[config.mk]
export PLATFORM = sky130hd
export DESIGN_NAME = tlv320_i2c_target
export DESIGN_NICKNAME = d
export VERILOG_FILES = /design/src/rtl/tlv320_i2c_target.sv
export SDC_FILE = /design/constraint.sdc
export NUM_CORES = 1
export LEC_CHECK = 0
export ABC_CLOCK_PERIOD_IN_PS = 4500
export BUFFER_PORTS_ARGS = -buffer_cell sky130_fd_sc_hd__buf_2
export CAP_MARGIN = 10
export CORE_ASPECT_RATIO = 0.7
export CORE_MARGIN = 4
export CORE_UTILIZATION = 45
export DETAILED_ROUTE_END_ITERATION = 6
export GPL_ROUTABILITY_DRIVEN = 0
export PLACE_DENSITY = 0.68
export SLEW_MARGIN = 10
export SYNTH_ARGS = -nofsm -noshare
export SYNTH_HDL_FRONTEND = slang
export SYNTH_SLANG_ARGS = --single-unit
[constraint.sdc]
create_clock -name inclk_i2c -period 4.5 [get_ports inclk_i2c]
set_clock_uncertainty 0.1 [all_clocks]
set_input_delay 0.225 -clock inclk_i2c [delete_from_list [all_inputs] [get_ports inclk_i2c]]
set_output_delay 0.225 -clock inclk_i2c [all_outputs]
set_load 0.05 [all_outputs]
[src/rtl/tlv320_i2c_target.sv]
// I2C target for TLV320/WM8731 control writes ({reg_addr[6:0], reg_data[8:0]}) feeding a 9-bit shadow register file.
// Define TLV320_I2C_READBACK_EN to enable read-back of the last written register.
module tlv320_i2c_target #(
  parameter logic [6:0]  DEV_ADDR = 7'h1A,
  parameter int unsigned NUM_REGS = 16,
  parameter int unsigned FILT_LEN = 3
) (
  input  logic                  inclk_i2c,
  input  logic                  reset,
  input  logic                  i2c_scl,
  input  logic                  i2c_sda_in,
  output logic                  i2c_sda_oe,
  output logic                  wr_strobe,
  output logic [6:0]            wr_addr,
  output logic [8:0]            wr_data,
  output logic [NUM_REGS*9-1:0] reg_file,
  output logic                  busy
);
  localparam int unsigned AW = (NUM_REGS > 1) ? $clog2(NUM_REGS) : 1;
  localparam logic [6:0]  SOFT_RST_ADDR = 7'h0F;

  typedef enum logic [3:0] {
    S_IDLE, S_ADDR, S_ADDR_ACK, S_BYTE0, S_ACK0, S_BYTE1, S_ACK1, S_WAIT_STOP, S_IGNORE
`ifdef TLV320_I2C_READBACK_EN
    , S_RD_ADDR_ACK, S_RD_BYTE, S_RD_CACK
`endif
  } state_t;

  logic [1:0]          scl_sync, sda_sync;
  logic [FILT_LEN-2:0] scl_hist, sda_hist;
  logic [FILT_LEN-1:0] scl_win, sda_win;
  logic                scl_f, sda_f, scl_q, sda_q;
  logic                scl_rise, scl_fall, start_det, stop_det;

  state_t      state, state_n;
  logic [3:0]  bit_cnt;
  logic        byte_done;
  logic [7:0]  shreg, byte0;
  logic        commit, oe_n, busy_n;
  logic [6:0]  cw_addr;
  logic [8:0]  cw_data;
  logic        cw_in_range;
  logic [8:0]  regs [NUM_REGS];

  assign scl_win = {scl_hist, scl_sync[1]};
  assign sda_win = {sda_hist, sda_sync[1]};

  // Input conditioning is not reset, so filtered levels keep tracking the bus across a reset.
  always_ff @(posedge inclk_i2c) begin
    scl_sync <= {scl_sync[0], i2c_scl};
    sda_sync <= {sda_sync[0], i2c_sda_in};
    scl_hist <= scl_win[FILT_LEN-2:0];
    sda_hist <= sda_win[FILT_LEN-2:0];
    if (&scl_win)       scl_f <= 1'b1;
    else if (~|scl_win) scl_f <= 1'b0;
    if (&sda_win)       sda_f <= 1'b1;
    else if (~|sda_win) sda_f <= 1'b0;
    scl_q <= scl_f;
    sda_q <= sda_f;
  end

  assign scl_rise  = scl_f & ~scl_q;
  assign scl_fall  = ~scl_f & scl_q;
  assign start_det = scl_f & scl_q & ~sda_f & sda_q;
  assign stop_det  = scl_f & scl_q & sda_f & ~sda_q;
  assign byte_done = scl_fall && (bit_cnt == 4'd8);

  assign cw_addr     = byte0[7:1];
  assign cw_data     = {byte0[0], shreg};
  assign cw_in_range = (32'(cw_addr) < NUM_REGS);

`ifdef TLV320_I2C_READBACK_EN
  logic [15:0] tx, tx_n, rd_word;
  logic        rd_second, cack;

  assign rd_word = {wr_addr, (32'(wr_addr) < NUM_REGS) ? regs[wr_addr[AW-1:0]] : 9'h000};

  always_ff @(posedge inclk_i2c) begin
    if (reset) begin
      tx        <= '0;
      rd_second <= 1'b0;
      cack      <= 1'b0;
    end else begin
      tx <= tx_n;
      if (state_n == S_RD_ADDR_ACK)
        rd_second <= 1'b0;
      else if (state == S_RD_CACK && state_n == S_RD_BYTE)
        rd_second <= 1'b1;
      if (scl_rise && state == S_RD_CACK)
        cack <= ~sda_f;
    end
  end
`endif

  always_comb begin
    state_n = state;
    commit  = 1'b0;
`ifdef TLV320_I2C_READBACK_EN
    tx_n    = tx;
`endif
    case (state)
      S_ADDR: begin
        if (byte_done) begin
          if (shreg == {DEV_ADDR, 1'b0})      state_n = S_ADDR_ACK;
`ifdef TLV320_I2C_READBACK_EN
          else if (shreg == {DEV_ADDR, 1'b1}) state_n = S_RD_ADDR_ACK;
`endif
          else                                state_n = S_IGNORE;
        end
      end
      S_ADDR_ACK: if (scl_fall)  state_n = S_BYTE0;
      S_BYTE0:    if (byte_done) state_n = S_ACK0;
      S_ACK0:     if (scl_fall)  state_n = S_BYTE1;
      S_BYTE1:    if (byte_done) state_n = S_ACK1;
      S_ACK1: begin
        if (scl_fall) begin
          state_n = S_WAIT_STOP;
          commit  = 1'b1;
        end
      end
`ifdef TLV320_I2C_READBACK_EN
      S_RD_ADDR_ACK: begin
        if (scl_fall) begin
          state_n = S_RD_BYTE;
          tx_n    = rd_word;
        end
      end
      // Shift on every fall; the 8th fall leaves byte 1's MSB at tx[15] for the next byte.
      S_RD_BYTE: begin
        if (scl_fall) begin
          tx_n = {tx[14:0], 1'b0};
          if (bit_cnt == 4'd8) state_n = S_RD_CACK;
        end
      end
      S_RD_CACK: if (scl_fall) state_n = (cack && !rd_second) ? S_RD_BYTE : S_WAIT_STOP;
`endif
      default: ;
    endcase
    if (start_det)     state_n = S_ADDR;
    else if (stop_det) state_n = S_IDLE;
  end

  always_comb begin
    oe_n   = 1'b0;
    busy_n = 1'b1;
    case (state_n)
      S_ADDR_ACK, S_ACK0, S_ACK1: oe_n = 1'b1;
`ifdef TLV320_I2C_READBACK_EN
      S_RD_ADDR_ACK:              oe_n = 1'b1;
      S_RD_BYTE:                  oe_n = ~tx_n[15];
`endif
      default: ;
    endcase
    case (state_n)
      S_IDLE, S_IGNORE: busy_n = 1'b0;
      S_ADDR:           busy_n = busy;
      default: ;
    endcase
  end

  always_ff @(posedge inclk_i2c) begin
    if (reset) begin
      state      <= S_IDLE;
      bit_cnt    <= '0;
      shreg      <= '0;
      byte0      <= '0;
      i2c_sda_oe <= 1'b0;
      busy       <= 1'b0;
      wr_strobe  <= 1'b0;
      wr_addr    <= '0;
      wr_data    <= '0;
      for (int unsigned i = 0; i < NUM_REGS; i++) regs[i] <= '0;
    end else begin
      state      <= state_n;
      i2c_sda_oe <= oe_n;
      busy       <= busy_n;
      wr_strobe  <= commit;
      if (start_det || state_n != state)
        bit_cnt <= '0;
      else if (scl_rise && bit_cnt != 4'd8)
        bit_cnt <= bit_cnt + 4'd1;
      if (scl_rise && (state == S_ADDR || state == S_BYTE0 || state == S_BYTE1))
        shreg <= {shreg[6:0], sda_f};
      if (state == S_BYTE0 && state_n == S_ACK0)
        byte0 <= shreg;
      if (commit) begin
        wr_addr <= cw_addr;
        wr_data <= cw_data;
        if (cw_addr == SOFT_RST_ADDR && cw_data == 9'h000)
          for (int unsigned i = 0; i < NUM_REGS; i++) regs[i] <= '0;
        else if (cw_in_range)
          regs[cw_addr[AW-1:0]] <= cw_data;
      end
    end
  end

  always_comb begin
    reg_file = '0;
    for (int unsigned i = 0; i < NUM_REGS; i++) reg_file[9*i +: 9] = regs[i];
  end

endmodule

==> Flow_metrics.wiki, run 1 <==
{| class="wikitable"
! Metric !! Value
|-
| Outcome || finished clean
|-
| Overall global routing resource usage || 0.192
|-
| Final worst-path cycle share || 0.691
|-
| Cell at the slowest stage of the critical path || or4_4
|-
| Count of endpoints failing hold in the final timing report || 0
|-
| Total wire length || 18.1 mm
|-
| Vias in the first global route || 5100
|-
| Setup repair after global routing missed its margin || false
|-
| Top cells by area, synth || edfxtp_1 (57%), dfxtp_1 (15%), nor2_1 (6.1%), nand2_1 (4.2%), and2_1 (3.3%)
|-
| Count of state elements after synthesis || 199
|-
| DP Wirelength || 12.7 mm
|-
| Largest area contributor in the netlist || edfxtp_1
|-
| Count of standard-cell rows || 39
|-
| Number of library cell types mapped by synthesis || 47
|-
| Fraction of layout cells with a size suffix above 1 || 0.287
|-
| Cell type with the highest occurrence count on the critical path || buf_4
|-
| Filler cells || 1391
|-
| Most frequently used flop master after synthesis || edfxtp_1
|-
| Post-layout net count || 788
|-
| Final Core Density || 0.564
|-
| Worst-path fanout max || 28
|-
| Final routed DRC violation total || 0
|-
| Wire length of the first global-routing pass || 27.7 mm
|-
| Overflow left after global routing || 0
|-
| Commonest cells after routing, fill and taps aside || buf_2 (166), edfxtp_1 (144), nor2_1 (123)
|-
| Count of synthesis-stage warnings from yosys || 0
|-
| Initial cell density of the core || 0.461
|-
| Antenna violations before repair || 1
|-
| Synth top area share || 0.572
|-
| Vertical die dimension || 116 µm
|-
| Most common cell after layout, fill and taps aside || buf_2
|-
| Multi-input gate area || 0.00195 mm²
|-
| Relative slew slack || 0.383
|-
| Htree depth || 4
|-
| Highest Clock Rate || 0.322 GHz
|-
| Kind of critical path || reg -> reg
|-
| Mapped Area || 0.00756 mm²
|-
| Number of max-cap violations || 0
|-
| Total Die Area || 0.0190 mm²
|-
| Count of final setup violators || 0
|-
| Clock buffer count from CTS || 17
|-
| Pin count of the biggest net entering global routing || 42
|-
| Register area share after synthesis || 0.717
|-
| Number of enable-type register cells in the synthesized netlist || 144
|-
| Worst min-delay path class || in -> reg
|-
| Total vias in the final route || 5253
|-
| Static leakage || 0.00357 µW
|-
| Power Dens Cells || 425 mW/mm²
|-
| CTS tree || done
|-
| Final worst path period need || 3110 ps
|-
| Cell chosen for the clock root || clkbuf_16
|-
| Delay of the slowest critical-path stage || 620 ps
|-
| Number of ports placed on the die boundary || 167
|-
| Crit path capture type || register
|-
| Input/output buffers || 166
|-
| Ordered cell list for the critical path || nand2b_1 -> or4_4 -> or4_1 -> buf_4 -> o21ai_0 -> buf_4
|-
| Register-to-register setup slack || 1390 ps
|-
| Kind of start point of the critical path || register
|-
| Slew @ Worst Pin || 925 ps
|-
| Number of buffers on the longest clock path || 2
|-
| Drt first pass iters || 7
|-
| Crit path required time || 4550 ps
|-
| Worst-skew pair later-pin latency || 430 ps
|-
| Violation count after the first detailed-route iteration || 435
|-
| Horizontal die dimension || 163 µm
|-
| Share of flip-flops with an asynchronous set or reset || 0
|-
| VDD IR max || 0.227 mV
|-
| Area added between synthesis and finish || 22.2%
|-
| Number of antenna-violating nets in the routed design || 0
|-
| Storage element area || 0.00543 mm²
|-
| Avg Inst Size Synth || 12.3 µm²
|-
| Antenna cell count || 0
|-
| Count of final max-slew check failures || 0
|-
| Placeable core region || 0.0164 mm²
|-
| DR vias/cell || 5.15
|-
| Clock-pin slew on the worst setup and hold paths || 70 ps
|-
| Nets in the synthesized netlist || 621
|-
| Post-synthesis cell count || 615
|-
| # clock sinks || 199
|-
| DR WL/cell || 17.8 µm
|-
| Arrival time of data at the critical path endpoint || 3160 ps
|-
| Setup TNS || 0 ps
|-
| Cells resized by post-CTS repair || 0
|}
==> through the flow <==
step	power (µW)	worst slack, ps	area [µm²]	hold WS, ps	instances
after floorplan	2350	1550	7560	153	615
after global placement	2430	1390	8630	215	986
after detailed placement	2440	1230	8630	214	986
after CTS	3950	1200	9240	215	1020
after global routing	4060	1220	9240	245	1020
final	3930	1390	9240	227	1020
==> layer usage <==
| metal | global-route usage | up-vias | share of wire |
|---|---|---|---|
| li1 | - | 2465 | - |
| met3 | 0.0568 | 22 | 0.076 |
| met2 | 0.299 | 221 | 0.45 |
| met5 | 0 | - | 0.00039 |
| met4 | 0.0587 | 2 | 0.011 |
| met1 | 0.264 | 2543 | 0.46 |
==> cell families after synthesis <==
kind of cell	count (synthesis)	share of synthesized area
buf+inv	42	0.0261
xor+xnor	3	0.00347
fa+ha+maj	2	0.00331
simple gates	302	0.194
mux	8	0.0106
flops	199	0.717
compound gates	59	0.0448
==> state kept, by name, summed over array words and instances (netlist names), 4 cells and up <==
name     count
bit_cnt      4
byte0        8
regs       144
shreg        8
state        4
wr_addr      7
wr_data      9
==> final timing paths <==
kind                       start                         to  cells after the start
max           scl_f$_SDFFE_PP1N_  regs[13][5]$_SDFFCE_PN0P_                      6
min                        reset        state[0]$_SDFF_PP0_                      2
max reg2reg   scl_f$_SDFFE_PP1N_  regs[13][5]$_SDFFCE_PN0P_                      6
min reg2reg  scl_sync[0]$_DFF_P_        scl_sync[1]$_DFF_P_                      0
==> cells in the mapped netlist (all sizes together) (2+ instances only) <==
| master | number |
|---|---|
| or3 | 3 |
| nor3 | 9 |
| nand4b | 2 |
| and3 | 4 |
| a31oi | 2 |
| inv | 6 |
| o21ai | 17 |
| or2 | 2 |
| or4b | 2 |
| nor4b | 3 |
| nor2 | 126 |
| ha | 2 |
| xor2 | 2 |
| nand3 | 2 |
| clkbuf | 27 |
| a311oi | 2 |
| nand2 | 84 |
| nand2b | 8 |
| buf | 9 |
| or4 | 3 |
| nor2b | 3 |
| dfxtp | 55 |
| nand3b | 2 |
| and2 | 40 |
| nand4 | 2 |
| o31ai | 2 |
| mux2i | 8 |
| edfxtp | 144 |
| nor4 | 5 |
| a21oi | 30 |
==> area by class of cell <==
class,instances,area share
Sequential cell,199,0.587
Clock buffer,17,0.0460
Timing Repair Buffer,184,0.105
Tap cell,225,0.0305
Inverter,6,0.00244
Multi-Input combinational cell,374,0.211
Clock inverter,15,0.0185
==> power by group <==
part / switching, µW / internal [µW]
clock network: 703 / 833
logic: 278 / 63.2
registers: 33.8 / 2020
==> repair_timing <==
item                      CTS  global route
hold buffers                2             0
hold endpoints to repair    2             0
buffers inserted            0             0
==> worst max-delay path: cells and delay by family, from the launching register on <==
kind | cells | cell delay [ps]
AOI/OAI and AO/OA | 1 | 380
buffers and inverters | 2 | 480
DFF | 1 | 380
and+or+nand+nor | 3 | 1470
No activity file was read; power rests on OpenSTA's default activity.
==> run 2, diff against run 1 <==
--- a/config.mk
+++ b/config.mk
@@ -5,7 +5,8 @@
 export SDC_FILE = /design/constraint.sdc
 export NUM_CORES = 1
 export LEC_CHECK = 0
-export ABC_CLOCK_PERIOD_IN_PS = 4500
+export ABC_AREA = 1
+export ABC_CLOCK_PERIOD_IN_PS = 3200
 export BUFFER_PORTS_ARGS = -buffer_cell sky130_fd_sc_hd__buf_2
 export CAP_MARGIN = 10
 export CORE_ASPECT_RATIO = 0.7
==> constraint.sdc (replaced) <==
create_clock -name inclk_i2c -period 3.2 [get_ports inclk_i2c]
set_clock_uncertainty 0.1 [all_clocks]
set_input_delay 0.16 -clock inclk_i2c [delete_from_list [all_inputs] [get_ports inclk_i2c]]
set_output_delay 0.16 -clock inclk_i2c [all_outputs]
set_load 0.05 [all_outputs]
==> Flow_metrics.wiki, run 2 <==
{| class="wikitable"
! Metric !! Value
|-
| Library cell with the highest instance count after synthesis || nor2_1 (was edfxtp_1)
|-
| Antenna violations before repair || 0 (was 1)
|-
| Relative slew slack || 0.445 (was 0.383)
|-
| Antenna cell count || 0 (unchanged)
|-
| Nets in the synthesized netlist || 638 (was 621)
|-
| Count of endpoints failing hold in the final timing report || 0 (unchanged)
|-
| Power Internal || 4240 µW (was 2920 µW)
|-
| Drt first pass iters || 7 (unchanged)
|-
| Routing usage on met2 || 0.318 (was 0.299)
|-
| Fraction of power spent switching nets || 0.275 (was 0.258)
|-
| Register-to-register setup slack || 720 ps (was 1390 ps)
|-
| Arrival time of data at the critical path endpoint || 2480 ps (was 3160 ps)
|-
| Crit path capture type || register (unchanged)
|-
| Total Die Area || 0.0183 mm² (was 0.0190 mm²)
|-
| CTS tree || done (unchanged)
|-
| Total vias in the final route || 5227 (was 5253)
|-
| Number of enable-type register cells in the synthesized netlist || 144 (unchanged)
|-
| Ordered cell list for the critical path || inv_2 -> nor2_2 -> nand3_2 -> nor2_2 -> nand3_2 -> nor2_2 -> nand2_1 -> nand2_1 (was nand2b_1 -> or4_4 -> or4_1 -> buf_4 -> o21ai_0 -> buf_4)
|-
| Final worst-path cycle share || 0.776 (was 0.691)
|-
| Cell type with the highest occurrence count on the critical path || nor2_2 (was buf_4)
|-
| Cell chosen for the clock root || clkbuf_16 (unchanged)
|-
| Worst hold stages || 0 (was 2)
|-
| Count of state elements after synthesis || 199 (unchanged)
|-
| Top cells by area, synth || edfxtp_1 (59%), dfxtp_1 (15%), nor2_1 (8.8%), nand2_1 (3.7%), a21oi_1 (2.5%) (was edfxtp_1 (57%), dfxtp_1 (15%), nor2_1 (6.1%), nand2_1 (4.2%), and2_1 (3.3%))
|-
| Depth of the worst register-to-register path || 8 (was 6)
|-
| Crit path required time || 3200 ps (was 4550 ps)
|-
| Setup repair after global routing missed its margin || false (unchanged)
|-
| Area added between synthesis and finish || 23.1% (was 22.2%)
|-
| Static leakage || 0.00344 µW (was 0.00357 µW)
|-
| Fraction of layout cells with a size suffix above 1 || 0.267 (was 0.287)
|-
| Htree depth || 4 (unchanged)
|-
| Outcome || finished clean (unchanged)
|-
| # clock sinks || 199 (unchanged)
|-
| Power Dens Cells || 652 mW/mm² (was 425 mW/mm²)
|-
| Kind of critical path || reg -> reg (unchanged)
|-
| Setup TNS || 0 ps (unchanged)
|-
| Clock-pin slew on the worst setup and hold paths || 70 ps (about the same)
|-
| Most used standard cells in the synthesized netlist || nor2_1 (170), edfxtp_1 (144), nand2_1 (72), dfxtp_1 (55), inv_1 (42) (was edfxtp_1 (144), nor2_1 (123), nand2_1 (84), dfxtp_1 (55), and2_1 (40))
|-
| Placeable core region || 0.0157 mm² (was 0.0164 mm²)
|-
| Overflow left after global routing || 0 (unchanged)
|-
| Final routed DRC violation total || 0 (unchanged)
|-
| Final worst path period need || 2480 ps (was 3110 ps)
|-
| Number of antenna-violating nets in the routed design || 0 (unchanged)
|-
| Endpoint of the worst register-to-register path || regs[12][2]$_SDFFCE_PN0P_ (was regs[13][5]$_SDFFCE_PN0P_)
|-
| Final total power || 5850 µW (was 3930 µW)
|-
| Count of synthesis-stage warnings from yosys || 0 (unchanged)
|-
| Cell at the slowest stage of the critical path || dfxtp_1 (was or4_4)
|-
| Count of non-filler cells in the finished layout || 1018 (was 1020)
|-
| Vias in the first global route || 5123 (was 5100)
|-
| Largest registers || regs (144), wr_data (9) (unchanged)
|-
| Synth top area share || 0.594 (was 0.572)
|-
| Largest area contributor in the netlist || edfxtp_1 (unchanged)
|-
| Overall global routing resource usage || 0.203 (was 0.192)
|-
| Register area share after synthesis || 0.745 (was 0.717)
|-
| Number of buffers on the longest clock path || 2 (unchanged)
|-
| Number of ports placed on the die boundary || 167 (unchanged)
|-
| Number of max-cap violations || 0 (unchanged)
|-
| DR vias/cell || 5.13 (was 5.15)
|-
| Number of placed instances, taps included || 983 (was 986)
|-
| Highest Clock Rate || 0.403 GHz (was 0.322 GHz)
|-
| Most common cell after layout, fill and taps aside || nor2_1 (was buf_2)
|-
| Worst-case hold path end point || sda_sync[1]$_DFF_P_ (was state[0]$_SDFF_PP0_)
|-
| Commonest cells after routing, fill and taps aside || nor2_1 (170), buf_2 (166), edfxtp_1 (144) (was buf_2 (166), edfxtp_1 (144), nor2_1 (123))
|-
| Worst-path fanout max || 10 (was 28)
|-
| Worst-skew pair later-pin latency || 430 ps (about the same)
|-
| GRT met1 Usage || 0.280 (was 0.264)
|-
| Mapped Area || 0.00728 mm² (was 0.00756 mm²)
|-
| DP Wirelength || 12.7 mm (about the same)
|-
| Final Core Density || 0.572 (was 0.564)
|-
| Top Usage Layer GRT || met2 (unchanged)
|-
| Kind of start point of the critical path || register (unchanged)
|-
| Violation count after the first detailed-route iteration || 573 (was 435)
|-
| Horizontal die dimension || 160 µm (was 163 µm)
|-
| VDD IR max || 0.381 mV (was 0.227 mV)
|-
| Largest register FFs || 144 (unchanged)
|-
| Post-CTS Setup Repair Bufs || 0 (unchanged)
|-
| Avg Inst Size Synth || 11.5 µm² (was 12.3 µm²)
|-
| Worst setup timing slack at the placement stage || 738 ps (was 1230 ps)
|-
| Vertical die dimension || 114 µm (was 116 µm)
|-
| Post-layout net count || 811 (was 788)
|-
| Launch point of the worst hold path || sda_sync[0]$_DFF_P_ (was reset)
|-
| Pin count of the biggest net entering global routing || 36 (was 42)
|-
| Count of final setup violators || 0 (unchanged)
|-
| Switching power summed over all nets || 1610 µW (was 1010 µW)
|-
| Register ranked first by flip-flop count || regs (unchanged)
|-
| Sequential fraction of design power || 0.502 (was 0.523)
|-
| Initial cell density of the core || 0.464 (was 0.461)
|-
| Input/output buffers || 166 (unchanged)
|-
| Count of standard-cell rows || 38 (was 39)
|-
| Wire length of the first global-routing pass || 28.2 mm (was 27.7 mm)
|-
| Clock network fraction of design power || 0.379 (was 0.390)
|-
| Proportion of power drawn by combinational gates || 0.118 (was 0.087)
|-
| Worst min-delay path class || reg -> reg (was in -> reg)
|-
| Share of flip-flops with an asynchronous set or reset || 0 (unchanged)
|-
| Final critical-path setup slack || 716 ps (was 1390 ps)
|-
| Reg-to-reg critical path startpoint || state[1]$_SDFF_PP0_ (was scl_f$_SDFFE_PP1N_)
|-
| Delay of the slowest critical-path stage || 460 ps (was 620 ps)
|-
| Total wire length || 18.4 mm (was 18.1 mm)
|-
| DR WL/cell || 18.1 µm (was 17.8 µm)
|-
| Count of final max-slew check failures || 0 (unchanged)
|-
| Number of library cell types mapped by synthesis || 23 (was 47)
|-
| Slew @ Worst Pin || 827 ps (was 925 ps)
|-
| Global-route met3 utilization || 0.0525 (was 0.0568)
|-
| Post-synthesis cell count || 632 (was 615)
|-
| Clock buffer count from CTS || 17 (unchanged)
|-
| Most frequently used flop master after synthesis || edfxtp_1 (unchanged)
|}
run 2: changes by cell type after synthesis, sizes merged, moves of 10 or more:
cell	change
and2	-40
clkbuf	-10
inv	+37
nand3	+14
nor2	+48
o21ai	+20
run 2: logic make-up (layout without fill, tap and decap cells):
logic type               after synthesis  after routing  synth area share
AND/OR/NAND/NOR                      284            284             0.161
flip-flops                           199            199             0.745
AO/OA/AOI/OAI                         74             74            0.0508
buffers and inverters                 70            256            0.0362
XOR/XNOR                               3              3           0.00361
adder cells (fa/ha/maj)                2              2           0.00343
run 2: worst max-delay path, delay by kind of cell (launching register included):
kind	cells	cell delay (ps)
flops	1	460
simple gates	7	1470
buf+inv	1	100
run 2: how the worst max path moves through the flow:
stage,startpoint,endpoint,slack [ps],cells after the start
floorplan,state[1]$_SDFF_PP0_,regs[4][0]$_SDFFCE_PN0P_,1100,8
global placement,state[0]$_SDFF_PP0_,regs[14][8]$_SDFFCE_PN0P_,770,6
finish,state[1]$_SDFF_PP0_,regs[12][2]$_SDFFCE_PN0P_,720,8
detailed placement,state[0]$_SDFF_PP0_,regs[3][5]$_SDFFCE_PN0P_,740,6
CTS,state[0]$_SDFF_PP0_,regs[3][6]$_SDFFCE_PN0P_,710,6
global route,state[0]$_SDFF_PP0_,regs[3][2]$_SDFFCE_PN0P_,490,6
run 2: power by group through the flow:
stage	Sequential [µW]	Combinational [µW]	Clock (µW)
2_1_floorplan	3320	183	0
3_3_place_gp	2990	682	0
3_5_place_dp	3000	688	0
4_1_cts	2940	694	2250
5_1_grt	2950	731	2360
6_report	2940	693	2220
run 2: routing by layer:
layer  vias up  part of all wire
met5         -                 0
met4         0             0.014
met3        19             0.076
met2       234              0.47
met1      2512              0.44
li1       2462                 -
run 2: area by class of cell:
class	instances	area [µm²]
Clock buffer	17	425
Tap cell	200	250
Clock inverter	15	190
Multi-Input combinational cell	363	1600
Sequential cell	199	5430
Timing Repair Buffer	173	891
Fill cell	1306	6720
Inverter	51	191
run 2: metrics by stage:
step / area (µm²) / hold WS [ps]
2_1_floorplan: 7280 / 87.7
3_3_place_gp: 8320 / 165
3_5_place_dp: 8320 / 168
4_1_cts: 8970 / 235
5_1_grt: 8970 / 240
6_report: 8970 / 231
run 2: timing repair:
item | 4_1_cts | 5_1_grt
hold buffers | 3 | 0
hold endpoints to repair | 7 | 0
resized for setup | 0 | 0
==> run 3, diff against run 2 <==
--- a/config.mk
+++ b/config.mk
@@ -5,8 +5,8 @@
 export SDC_FILE = /design/constraint.sdc
 export NUM_CORES = 1
 export LEC_CHECK = 0
-export ABC_AREA = 1
-export ABC_CLOCK_PERIOD_IN_PS = 3200
+export ABC_AREA = 0
+export ABC_CLOCK_PERIOD_IN_PS = 2500
 export BUFFER_PORTS_ARGS = -buffer_cell sky130_fd_sc_hd__buf_2
 export CAP_MARGIN = 10
 export CORE_ASPECT_RATIO = 0.7
==> constraint.sdc (replaced) <==
create_clock -name inclk_i2c -period 2.5 [get_ports inclk_i2c]
set_clock_uncertainty 0.1 [all_clocks]
set_input_delay 0.125 -clock inclk_i2c [delete_from_list [all_inputs] [get_ports inclk_i2c]]
set_output_delay 0.125 -clock inclk_i2c [all_outputs]
set_load 0.05 [all_outputs]
==> Flow_metrics.wiki, run 3 (synthesis results as in run 1) <==
{| class="wikitable"
! Metric !! Value
|-
| Final worst path period need || 2420 ps (was 2480 ps)
|-
| Horizontal die dimension || 163 µm (was 160 µm)
|-
| Vertical die dimension || 116 µm (was 114 µm)
|-
| Final routed DRC violation total || 0 (unchanged)
|-
| Setup repair after global routing missed its margin || false (unchanged)
|-
| Largest registers || regs (144), wr_data (9) (unchanged)
|-
| Total Die Area || 0.0190 mm² (was 0.0183 mm²)
|-
| Commonest cells after routing, fill and taps aside || buf_2 (166), edfxtp_1 (144), nor2_1 (123) (was nor2_1 (170), buf_2 (166), edfxtp_1 (144))
|-
| Post-Route Hold Slack || 194 ps (was 231 ps)
|-
| Area added between synthesis and finish || 28.0% (was 23.1%)
|-
| DR WL/cell || 18.6 µm (was 18.1 µm)
|-
| Final Core Density || 0.590 (was 0.572)
|-
| Most common cell after layout, fill and taps aside || buf_2 (was nor2_1)
|-
| Placeable core region || 0.0164 mm² (was 0.0157 mm²)
|-
| Cell chosen for the clock root || clkbuf_16 (unchanged)
|-
| DP Wirelength || 13.7 mm (was 12.7 mm)
|-
| Power Dens Cells || 718 mW/mm² (was 652 mW/mm²)
|-
| Relative slew slack || 0.611 (was 0.445)
|-
| Sequential fraction of design power || 0.531 (was 0.502)
|-
| Setup TNS || 0 ps (unchanged)
|-
| Number of ports placed on the die boundary || 167 (unchanged)
|-
| Kind of critical path || reg -> reg (unchanged)
|-
| Crit path required time || 2550 ps (was 3200 ps)
|-
| Arrival time of data at the critical path endpoint || 2470 ps (was 2480 ps)
|-
| Overall global routing resource usage || 0.207 (was 0.203)
|-
| Number of buffers on the longest clock path || 2 (unchanged)
|-
| Pin count of the biggest net entering global routing || 38 (was 36)
|-
| Power Internal || 5170 µW (was 4240 µW)
|-
| Kind of start point of the critical path || register (unchanged)
|-
| Drt first pass iters || 6 (was 7)
|-
| Multi-input gate area || 0.00209 mm² (was 0.00160 mm²)
|-
| Antenna violations before repair || 0 (unchanged)
|-
| Input/output buffers || 166 (unchanged)
|-
| Overflow left after global routing || 0 (unchanged)
|-
| Count of final max-slew check failures || 0 (unchanged)
|-
| Wire length of the first global-routing pass || 29.7 mm (was 28.2 mm)
|-
| Proportion of power drawn by combinational gates || 0.096 (was 0.118)
|-
| Post-layout net count || 823 (was 811)
|-
| Final worst-path cycle share || 0.967 (was 0.776)
|-
| Filler cells || 1322 (was 1306)
|-
| Htree depth || 4 (unchanged)
|-
| Placed standard-cell area || 0.00892 mm² (was 0.00832 mm²)
|-
| Final critical-path setup slack || 81.9 ps (was 716 ps)
|-
| Static leakage || 0.00377 µW (was 0.00344 µW)
|-
| Cell area after layout || 0.00968 mm² (was 0.00897 mm²)
|-
| Clock buffer count from CTS || 17 (unchanged)
|-
| Clock network fraction of design power || 0.373 (was 0.379)
|-
| Number of max-cap violations || 0 (unchanged)
|-
| Count of standard-cell rows || 39 (was 38)
|-
| Total wire length || 19.6 mm (was 18.4 mm)
|-
| Largest register FFs || 144 (unchanged)
|-
| Worst min-delay path class || in -> reg (was reg -> reg)
|-
| Total vias in the final route || 5460 (was 5227)
|-
| Worst-path fanout max || 9 (was 10)
|-
| Fraction of power spent switching nets || 0.256 (was 0.275)
|-
| VDD IR max || 0.382 mV (was 0.381 mV)
|-
| CTS tree || done (unchanged)
|-
| Worst-skew pair later-pin latency || 430 ps (about the same)
|-
| Number of antenna-violating nets in the routed design || 0 (unchanged)
|-
| Slew @ Worst Pin || 583 ps (was 827 ps)
|-
| Fraction of layout cells with a size suffix above 1 || 0.331 (was 0.267)
|-
| Highest Clock Rate || 0.414 GHz (was 0.403 GHz)
|-
| # clock sinks || 199 (unchanged)
|-
| Crit path capture type || register (unchanged)
|-
| Storage element area || 0.00543 mm² (unchanged)
|-
| Clock-pin slew on the worst setup and hold paths || 70 ps (about the same)
|-
| Count of endpoints failing hold in the final timing report || 0 (unchanged)
|-
| Vias in the first global route || 5206 (was 5123)
|-
| Worst setup timing slack at the placement stage || -55.3 ps (was 738 ps)
|-
| Antenna cell count || 0 (unchanged)
|-
| Count of final setup violators || 0 (unchanged)
|-
| Violation count after the first detailed-route iteration || 431 (was 573)
|-
| Switching power summed over all nets || 1780 µW (was 1610 µW)
|-
| DR vias/cell || 5.18 (was 5.13)
|-
| Register ranked first by flip-flop count || regs (unchanged)
|-
| Outcome || finished clean (unchanged)
|-
| Initial cell density of the core || 0.461 (was 0.464)
|}
-- run 3: cell count changes in the layout (fill, tap and decap cells not counted), sizes merged, moves of 7 or more --
cell / previous run / this run
and2: 0 / 40
o21ai: 37 / 17
buf: 170 / 217
mux2i: 0 / 8
inv: 50 / 10
nand3: 16 / 2
clkinv: 12 / 3
a21oi: 37 / 30
nor2: 174 / 126
nand2b: 0 / 8
-- run 3: power by group through the flow --
stage	Combinational (µW)	Clock, µW	Sequential, µW
after floorplan	119	0	4120
after global placement	632	0	3760
after detailed placement	639	0	3770
after CTS	647	2630	3700
after global routing	698	2780	3700
final	666	2590	3700
-- run 3: layout make-up --
type                       instances  area share
sequential                       199       0.560
inverter                           6     0.00233
clock inverter                    13      0.0127
multi-input combinational        374       0.216
tap                              225      0.0291
clock buffer                      19      0.0447
timing repair buffer             219       0.135
-- run 3: timing repair --
| action | in CTS | in global routing |
|---|---|---|
| endpoints found under the hold margin | 2 | 0 |
| pin swaps | 0 | 5 |
| setup buffers | 0 | 5 |
| hold buffers | 2 | 0 |
| gates resized for setup | 6 | 7 |
| setup endpoints to repair | 27 | 117 |
-- run 3: critical path: stages, from the launching register on --
cell	delay, ps
dfxtp_1	340
nand2_1	110
or4_4	550
buf_4	170
or4_4	540
o21ai_4	180
buf_12	150
-- run 3: final timing paths --
check / slack [ps] / cells past startpoint / endpoint / startpoint
setup / recovery: 80 / 6 / regs[13][3]$_SDFFCE_PN0P_ / state[2]$_SDFF_PP0_
hold / removal: 190 / 3 / shreg[3]$_SDFFE_PP0P_ / reset
setup reg to reg: 80 / 6 / regs[13][3]$_SDFFCE_PN0P_ / state[2]$_SDFF_PP0_
hold reg to reg: 230 / 0 / scl_sync[1]$_DFF_P_ / scl_sync[0]$_DFF_P_
-- run 3: per-stage QoR --
stage,std cells,total power [µW]
floorplan,615,4240
global placement,1016,4400
detailed placement,1016,4410
CTS,1050,6970
global route,1055,7180
finish,1055,6950
-- run 3: routing by layer --
layer | global-route usage | vias up | part of all wire
met5 | 0 | - | 0
met4 | 0.0587 | 0 | 0.014
met3 | 0.0578 | 27 | 0.090
met2 | 0.307 | 253 | 0.45
met1 | 0.303 | 2643 | 0.45
li1 | - | 2537 | -
